[config.mk]
export PLATFORM = sky130hd
export DESIGN_NAME = pdu_lqscheduler
export DESIGN_NICKNAME = d
export VERILOG_FILES = /design/src/rtl/pdu_lqscheduler.sv
export SDC_FILE = /design/constraint.sdc
export NUM_CORES = 1
export LEC_CHECK = 0
export CAP_MARGIN = 20
export CORE_ASPECT_RATIO = 0.8
export CORE_MARGIN = 2
export CORE_UTILIZATION = 55
export CTS_CLUSTER_SIZE = 30
export DETAILED_ROUTE_END_ITERATION = 8
export DONT_BUFFER_PORTS = 1
export PLACE_DENSITY = 0.66
export SLEW_MARGIN = 0
export SYNTH_ARGS = -nofsm -noshare
export SYNTH_HDL_FRONTEND = slang
export SYNTH_SLANG_ARGS = --single-unit
[constraint.sdc]
create_clock -name clk -period 6.8 [get_ports clk]
set_input_delay 2.04 -clock clk [delete_from_list [all_inputs] [get_ports clk]]
set_output_delay 2.04 -clock clk [all_outputs]
set_load 0.005 [all_outputs]
[src/rtl/pdu_lqscheduler.sv]
// pdu_lqscheduler: issues a logical-qubit bitmap to the patch decoder as a stream of indices, lowest set bit first.
// Latency: first index is valid 1 cycle after load; one index per cycle; done pulses 1 cycle after the last index.
// Backpressure: out_ready low holds out_lqidx/out_last stable indefinitely; in_ready is high only in IDLE.
// Optional: define PDU_LQSCHED_CNT_EN to add the issue_cnt output.
module pdu_lqscheduler #(
  parameter int NUM_LQ    = 16,
  parameter int LQADDR_BW = 4
) (
  input  logic                 clk,
  input  logic                 rst_n,
  input  logic                 in_valid,
  output logic                 in_ready,
  input  logic [NUM_LQ-1:0]    in_lqlist,
  output logic                 out_valid,
  input  logic                 out_ready,
  output logic [LQADDR_BW-1:0] out_lqidx,
  output logic                 out_last,
  output logic                 done,
  output logic                 busy
`ifdef PDU_LQSCHED_CNT_EN
  ,
  output logic [LQADDR_BW:0]   issue_cnt
`endif
);

  typedef enum logic [1:0] {
    IDLE  = 2'd0,
    ISSUE = 2'd1,
    DONE  = 2'd2
  } state_t;

  state_t              state;
  logic [NUM_LQ-1:0]   lqlist;
  logic [NUM_LQ-1:0]   lqlist_minus1;
  logic [LQADDR_BW-1:0] lowest_idx;
  logic                one_left;
  logic                out_hs;

  // Descending scan so the last assignment wins: the lowest set bit.
  always_comb begin
    lowest_idx = '0;
    for (int i = NUM_LQ - 1; i >= 0; i--) begin
      if (lqlist[i]) lowest_idx = LQADDR_BW'(i);
    end
  end

  // x & (x-1) drops the lowest set bit; zero result means at most one bit was set.
  assign lqlist_minus1 = lqlist - NUM_LQ'(1);
  assign one_left      = (lqlist != '0) && ((lqlist & lqlist_minus1) == '0);

  assign in_ready  = (state == IDLE);
  assign busy      = (state != IDLE);
  assign done      = (state == DONE);
  assign out_valid = (state == ISSUE);
  assign out_lqidx = lowest_idx;
  assign out_last  = (state == ISSUE) && one_left;
  assign out_hs    = out_valid && out_ready;

  always_ff @(posedge clk or negedge rst_n) begin
    if (!rst_n) begin
      state  <= IDLE;
      lqlist <= '0;
`ifdef PDU_LQSCHED_CNT_EN
      issue_cnt <= '0;
`endif
    end else begin
      case (state)
        IDLE: begin
          if (in_valid) begin
            lqlist <= in_lqlist;
            state  <= (in_lqlist != '0) ? ISSUE : DONE;
`ifdef PDU_LQSCHED_CNT_EN
            issue_cnt <= '0;
`endif
          end
        end
        ISSUE: begin
          if (out_hs) begin
            lqlist <= lqlist & lqlist_minus1;
            if (one_left) state <= DONE;
`ifdef PDU_LQSCHED_CNT_EN
            issue_cnt <= issue_cnt + {{LQADDR_BW{1'b0}}, 1'b1};
`endif
          end
        end
        DONE:    state <= IDLE;
        default: state <= IDLE;
      endcase
    end
  end

endmodule

* Yosys cells after proc, flatten, opt, wreduce, memory -nomap -nowiden
Index checks and enable logic that the tools add are counted.
** Storage, ports and cells
- Bits in registers :: 18
- Bits of input ports :: 20
- Output and inout port bits :: 9
- Logic and storage cells :: 44
** Cells by class
- Add/subtract/negate cells :: 1
- Equal/unequal tests :: 5
- Muxes and demuxes :: 24
- Bitwise logic cells :: 1
- Reduce and logical (&&, ||, !) cells :: 11
** Operator list (number)
- 4-bit two-way mux :: 16
- 16-bit two-way mux :: 2
- 16-bit case mux with 2 select lines :: 1
- 16-bit nonzero test :: 2
- 16-bit bitwise AND :: 1
- 16-bit logical NOT :: 1
- 16-bit by 1-bit subtractor with 16-bit output (second input constant) :: 1
- 2-bit two-way mux :: 4
- 3-bit AND reduction :: 2
- 2-bit by 1-bit inequality test with 1-bit output (second input constant) :: 2
- 2-bit case mux with 2 select lines :: 1
- 2-bit nonzero test :: 2
- 1-bit logical AND :: 3
- 2-bit by 1-bit equality test with 1-bit output (second input constant) :: 1
- 2-bit equality test (second input constant) :: 1
- 2-bit logical NOT :: 1
- 2-bit inequality test (second input constant) :: 1

* Longest topological paths before layout
Gate-level depths: netlist of run 1.
- Depth in word-level cells :: 16
- Gate-level depth with buffers :: 7
- Gate-level depth less buffers :: 6

* Worst setup path after synthesis of run 1
No wires, ideal clock.
- Path kind :: register to output
- Start :: reg lqlist[2]
- End :: out out_last
- Data arrival time :: 1.798 ns
- Required time :: 4.760 ns
- Slack :: 2.962 ns
- Cell stages (with the launch flop) :: 7
- Path buffers :: 1
- Cells stage by stage :: dfrtp_1 buf_6 or4_4 or3_4 a21oi_2 a21oi_1 and4bb_4
** Between the ends
- Cells in the longest elaborated chain, start to end :: 5
- Elaborated cells between the ends (all ways) :: 6
- Those cells by class :: add/sub (1); bitwise (1); reduce/logical (4)
** RTL lines
- start, declared :: RTL line 33 : logic [NUM_LQ-1:0] lqlist;
- start signal, assigned :: RTL line 70 : lqlist <= in_lqlist;
- start signal, assigned :: RTL line 79 : lqlist <= lqlist & lqlist_minus1;
- 16-bit by 1-bit subtractor with 16-bit output :: RTL line 48 : assign lqlist_minus1 = lqlist - NUM_LQ'(1);
- 16-bit bitwise AND :: RTL line 49 : assign one_left = (lqlist != '0) && ((lqlist & lqlist_minus1) == '0);
- 16-bit logical NOT :: RTL line 49
- 1-bit logical AND (*) :: RTL line 49
- 1-bit logical AND (*) :: RTL line 56 : assign out_last = (state == ISSUE) && one_left;
- end, declared :: RTL line 17 : output logic out_last,
Every way passes the cells marked *; elsewhere a longest branch is shown, timed or not.

* Worst setup path in the final report of run 1
- Start :: reg lqlist[9]
- End :: out out_last
The elaborated chain is that of the path after synthesis.

==> results.yml, run 1 <==
clocking:
  cts_tree: "done"
  postCtsHoldBufs: 0
  htreeDepth: 1
  insertion_delay_ns: 0.29
  cts.clk_slew.worst_paths_ns: 0.10
  ctsResizeCount: 0
  cts_root_buffer: "clkbuf_4"
  cts_sinks: 18
  cts_made_buffers: 3
  clk_path_buf_depth: 2
  postCtsSetupBuffers: 0
final_layout:
  syn_to_final_growth_pct: 0.919
  n_antenna_cell: 0
  final_layout_size_suffix_gt1_frac: 0.0764
  nets: 166
  final_area_um2: 1240
setup_path:
  required_ns: 4.76
  reg2reg_depth: 6
  end_kind: "output port"
  path_cells: "nor4_1, nand4b_1, nor3_1, o32ai_1, and4bb_4"
  crit-reg2reg-launch: "lqlist[9]$_DFFE_PN0P_"
  cp-start-kind: "register"
  crit_path_max_incr_delay_ns: 0.57
  cpMaxStageDelayCell: "nor4_1"
  cp.arrival_ns: 2.36
  worstReg2RegEnd: "state[0]$_DFFE_PN0P_"
  path_class: "reg2out"
  cp_max_fo: 7
  r2r_slack_ns: 4.56
logic_synthesis:
  ys_ff_latch: 18
  yosysWarnings: 0
  seq_area_frac_synth: 0.367
  synthDistinctLibCells: 41
  netlist_area_um2: 1230
  syn_avg_cell_area_um2: 8.17
  synthCells: 150
  synth_nets: 170
place:
  io_buffers: 0
  place_congestion: 0.950
  place_hpwl_um: 2380
  dpl_cell_area_um2: 1210
power_and_ir_drop:
  ir_drop_mv: 0.313
  p_leak_nw: 0.544
  p_total_mw: 0.727
  power_density_nw_per_um2: 587
timing:
  fin_setup_tns_ns: 0
  timing.final.crit_share: 0.647
  hold_slack_ns: 0.509
  fin_worst_skew_ns: 0.00229
  rsz0062_at_grt: "no"
  hold_viol_final: 0
  min_period_ns: 4.40
  maxSlewViolCount: 0
  tightest_slew_ns: 1.05
  fmax_mhz: 227
  maxSlewHeadroom: 0.297
  setup_viol: 0
global_routing:
  track_usage: 0.267
  grt_max_degree: 19
  first_global_vias: 1081
  antenna_found_initial: 0
  grt-ovfl-total: 0
  grt_pass1_wl_um: 5290
routing:
  vias_per_cell: 6.97
  final_antenna_net_count: 0
  totalWireLength_um: 3200
  vias: 1178
  wl_per_cell_um: 19.0
  firstDrtPassIters: 4
  drc: 0
  drt_first_iter_violations: 84
die:
  die-area_um2: 2630
  core_area_um2: 2140
  io_pins: 29
  initial_core_util: 0.573
  die_h_um: 46.2
  num_rows: 15
  dieWidth_um: 56.8
hold_path:
  hp-class: "reg2reg"
  hold_end: "state[0]$_DFFE_PN0P_"
  hold_start: "state[1]$_DFFE_PN0P_"
  hold_depth: 1
status:
  status: "finished clean"
run:
  max_cap_viol_count: 0
[worst max path at each step]
stage / depth (start not counted) / slack [ns] / start / to
floorplan: 6 / 2.96 / lqlist[2]$_DFFE_PN0P_ / out_last
global placement: 5 / 2.83 / lqlist[9]$_DFFE_PN0P_ / out_last
detailed placement: 5 / 2.79 / lqlist[9]$_DFFE_PN0P_ / out_last
CTS: 5 / 2.45 / lqlist[9]$_DFFE_PN0P_ / out_last
global route: 5 / 2.25 / lqlist[9]$_DFFE_PN0P_ / out_last
finish: 5 / 2.40 / lqlist[9]$_DFFE_PN0P_ / out_last
[worst max-delay path: cells and delay by family, from the launching register on]
kind | cells | cell delay, ns
AO/OA/AOI/OAI | 1 | 0.11
flip-flops | 1 | 0.47
AND/OR/NAND/NOR | 4 | 1.49
[final cells by class]
class,count,area (um^2)
Clock buffer,3,22.5
Fill cell,223,902
Inverter,8,30.0
Multi-Input combinational cell,115,703
Sequential cell,18,450
Tap cell,25,31.3
[synth_stat cells]
| cell | count | share of area |
|---|---|---|
| buf_2 | 1 | 0.0041 |
| inv_1 | 8 | 0.024 |
| o22ai_1 | 1 | 0.0051 |
| or2_2 | 2 | 0.010 |
| o31a_1 | 2 | 0.014 |
| a22o_1 | 12 | 0.086 |
| o21bai_1 | 1 | 0.0061 |
| and4bb_4 | 1 | 0.013 |
| nor3_1 | 7 | 0.029 |
| clkbuf_1 | 7 | 0.021 |
| nor4_1 | 7 | 0.036 |
| o21ai_1 | 1 | 0.0041 |
| o32ai_1 | 1 | 0.0071 |
| o21ai_0 | 12 | 0.049 |
| nand4b_1 | 1 | 0.0071 |
| or2b_1 | 1 | 0.0061 |
| nand4_1 | 1 | 0.0051 |
| or3_4 | 1 | 0.0092 |
| o21a_1 | 2 | 0.012 |
| nand2_1 | 22 | 0.067 |
| a2111oi_0 | 1 | 0.0071 |
| nand3_1 | 2 | 0.0082 |
| buf_6 | 1 | 0.0092 |
| a31oi_1 | 2 | 0.010 |
| a211oi_1 | 1 | 0.0061 |
| nor3b_1 | 1 | 0.0061 |
| or4_4 | 1 | 0.0092 |
| nor2_1 | 11 | 0.034 |
| or4_1 | 1 | 0.0061 |
| a21boi_0 | 1 | 0.0061 |
| maj3_1 | 1 | 0.0082 |
| dfrtp_1 | 18 | 0.37 |
| a21oi_1 | 8 | 0.033 |
| o31ai_1 | 2 | 0.012 |
| mux2i_1 | 1 | 0.0082 |
| o41ai_1 | 1 | 0.0071 |
| nand2b_1 | 1 | 0.0051 |
| a221o_1 | 1 | 0.0082 |
| a21oi_2 | 1 | 0.0071 |
| nor4_2 | 2 | 0.020 |
| nor2b_1 | 1 | 0.0051 |
[layer usage]
layer  up-vias  GRT usage  part of all wire
met3         4     0.0815             0.094
met5         -          0                 0
li1        549          -                 -
met2        46      0.442              0.46
met4         0     0.0419            0.0084
met1       579      0.357              0.44
[cells by family (layout without fill, tap and decap cells)]
group,Yosys count,in the layout,synth area share
buffers and inverters,17,11,0.0592
DFF,18,18,0.367
AOI/OAI and AO/OA,50,50,0.281
muxes,1,1,0.00816
and+or+nand+nor,63,63,0.277
adders and majority gates,1,1,0.00816
[state kept, by name, summed over array words and instances (netlist names)]
register	cells
state	2
lqlist	16
[cell usage in the layout (no fill, tap or decap), types with 3 or more instances in the layout]
cell | netlist | routed
a21oi_1 | 8 | 8
nor4_1 | 7 | 7
inv_1 | 8 | 8
clkbuf_4 | 0 | 3
nor2_1 | 11 | 11
nor3_1 | 7 | 7
nand2_1 | 22 | 22
dfrtp_1 | 18 | 18
a22o_1 | 12 | 12
o21ai_0 | 12 | 12
[through the flow]
| step | setup WS (ns) | cells | util |
|---|---|---|---|
| 3_3_place_gp | 2.83 | 166 | 0.568 |
| 3_5_place_dp | 2.79 | 166 | 0.568 |
| 6_report | 2.40 | 169 | 0.578 |
| 5_1_grt | 2.25 | 169 | 0.578 |
| 2_1_floorplan | 2.96 | 150 | - |
| 4_1_cts | 2.45 | 169 | 0.578 |
[power by group]
group,internal [mW],switching (mW),leakage (nW)
Sequential,0.150,0.0927,0.235
Combinational,0.197,0.234,0.295
Clock,0.0206,0.0325,0.0138
Total,0.368,0.359,0.544
Power figures use the tool's default switching activity.
==> run 2: changes to the inputs <==
==> constraint.sdc (replaced) <==
create_clock -name clk -period 4.6 [get_ports clk]
set_input_delay 1.38 -clock clk [delete_from_list [all_inputs] [get_ports clk]]
set_output_delay 1.38 -clock clk [all_outputs]
set_load 0.005 [all_outputs]
==> run 2 against run 1 <==
Power increased by 51%. Worst setup slack lost 1.5 ns. Critical endpoint unchanged. Largest power group unchanged. Clock-buffer cell count increased by 1. Sequential power rose by 47%. Highest routed layer unchanged.
==> results.yml, run 2 (same netlist as run 1, synthesis figures left out) <==
status:
  status: "finished clean"
routing:
  vias: 1160
  drc: 0
  wl_per_cell_um: 18.4
  vias_per_cell: 6.78
  firstDrtPassIters: 4
  totalWireLength_um: 3140
  final_antenna_net_count: 0
  drt_first_iter_violations: 91
place:
  place_hpwl_um: 2320
  place_inst: 166
  place_congestion: 0.950
  io_buffers: 0
timing:
  timing.final.crit_share: 0.812
  hold_viol_final: 0
  min_period_ns: 3.73
  fin_setup_tns_ns: 0
  tightest_slew_ns: 0.836
  maxSlewViolCount: 0
  rsz0062_at_grt: "no"
  maxSlewHeadroom: 0.441
  fin_worst_skew_ns: 0.00103
  setup_viol: 0
  hold_slack_ns: 0.506
  fmax_mhz: 268
clocking:
  insertion_delay_ns: 0.30
  ctsResizeCount: 0
  postCtsSetupBuffers: 0
  htreeDepth: 1
  cts_made_buffers: 3
  cts_tree: "done"
  postCtsHoldBufs: 0
  clk_path_buf_depth: 2
  cts_sinks: 18
  cts.clk_slew.worst_paths_ns: 0.11
  cts_root_buffer: "clkbuf_4"
setup_path:
  required_ns: 3.22
  path_cells: "nor4_1, nand4b_1, nor3_1, o32ai_1, and4bb_4"
  cp-start-kind: "register"
  crit_path_max_incr_delay_ns: 0.54
  cpMaxStageDelayCell: "nor4_1"
  path_class: "reg2out"
  reg2reg_depth: 6
  crit-reg2reg-launch: "lqlist[9]$_DFFE_PN0P_"
  crit_buf_inv: 0
  worstReg2RegEnd: "state[0]$_DFFE_PN0P_"
  end_kind: "output port"
  critPathTopFamily: "simple AND/OR/NAND/NOR gates"
  r2r_slack_ns: 2.37
  cp_max_fo: 7
  cp.arrival_ns: 2.35
die:
  dieWidth_um: 56.8
  initial_core_util: 0.573
  num_rows: 15
  io_pins: 29
  die-area_um2: 2630
  core_area_um2: 2140
  die_h_um: 46.2
power_and_ir_drop:
  combPwrFrac: 0.580
  power_density_nw_per_um2: 870
  netSwitchingFraction: 0.485
  p_total_mw: 1.10
  internal-power_mw: 0.564
  seqPwrFrac: 0.325
  clkPwrFrac: 0.095
  ir_drop_mv: 0.436
  p_leak_nw: 0.557
  switching_power_mw: 0.532
final_layout:
  largest_reg_flops: 16
  syn_to_final_growth_pct: 2.65
  nets: 167
  nFillCells: 189
  final_cell_mix: "nand2_1 (22), dfrtp_1 (18), o21ai_0 (12), a22o_1 (12), nor2_1 (11)"
  biggestRegsByFlops: "lqlist: 16 flops, state: 2 flops"
  regMostFlops: "lqlist"
  layout.cells.non_filler: 171
  final_common_cell: "nand2_1"
  n_antenna_cell: 0
  final_layout_size_suffix_gt1_frac: 0.0890
global_routing:
  grt_max_degree: 19
  grt_pass1_wl_um: 5170
  track_usage: 0.263
  first_global_vias: 1044
  grt-ovfl-total: 0
  antenna_found_initial: 0
run:
  max_cap_viol_count: 0
hold_path:
  hp-class: "reg2reg"
  hold_end: "state[0]$_DFFE_PN0P_"
  hold_depth: 1
  hold_start: "state[1]$_DFFE_PN0P_"
run 2: cell types whose count changed in the layout (fill, tap and decap cells not counted), sizes merged:
cell,delta
buf,+1
clkbuf,+1
run 2: how the worst max path moves through the flow:
| stage | from | end | slack, ns | cells past startpoint |
|---|---|---|---|---|
| after floorplan | lqlist[2]$_DFFE_PN0P_ | out_last | 1.42 | 6 |
| after global placement | lqlist[9]$_DFFE_PN0P_ | out_last | 1.29 | 5 |
| after detailed placement | lqlist[9]$_DFFE_PN0P_ | out_last | 1.28 | 5 |
| after CTS | lqlist[9]$_DFFE_PN0P_ | out_last | 0.92 | 5 |
| after global routing | lqlist[2]$_DFFE_PN0P_ | out_last | 0.77 | 5 |
| final | lqlist[9]$_DFFE_PN0P_ | out_last | 0.87 | 5 |
run 2: power groups by stage:
stage	Combinational (mW)	Sequential [mW]	Clock, mW
2_1_floorplan	0.586	0.282	0
3_3_place_gp	0.629	0.352	0
3_5_place_dp	0.627	0.353	0
4_1_cts	0.629	0.352	0.104
5_1_grt	0.712	0.374	0.108
6_report	0.635	0.357	0.104
run 2: worst register-to-register path, stage by stage (launching register included):
cell,delay [ns]
dfrtp_1,0.48
nor4_1,0.54
nand4b_1,0.29
nor3_1,0.26
o32ai_1,0.11
and4bb_4,0.37
a211oi_1,0.07
run 2: through the flow:
stage          cell area [um^2]  setup slack, ns  utilization
2_1_floorplan              1230             1.42            -
3_3_place_gp               1210             1.29        0.568
3_5_place_dp               1210             1.28        0.568
4_1_cts                    1250            0.921        0.585
5_1_grt                    1260            0.773        0.588
6_report                   1260            0.867        0.588
run 2: layout make-up:
type,instances,area (um^2),share of cell area
clock buffers,4,36.3,0.0288
repair buffers,1,7.51,0.00596
flip-flops and latches,18,450,0.358
inverters,8,30.0,0.0239
well taps,25,31.3,0.0249
multi-input cells,115,703,0.559
run 2: metal layers:
metal  track usage  part of all wire
met4        0.0419            0.0016
met1         0.366              0.46
met5             0                 0
met3        0.0787              0.10
met2         0.419              0.44
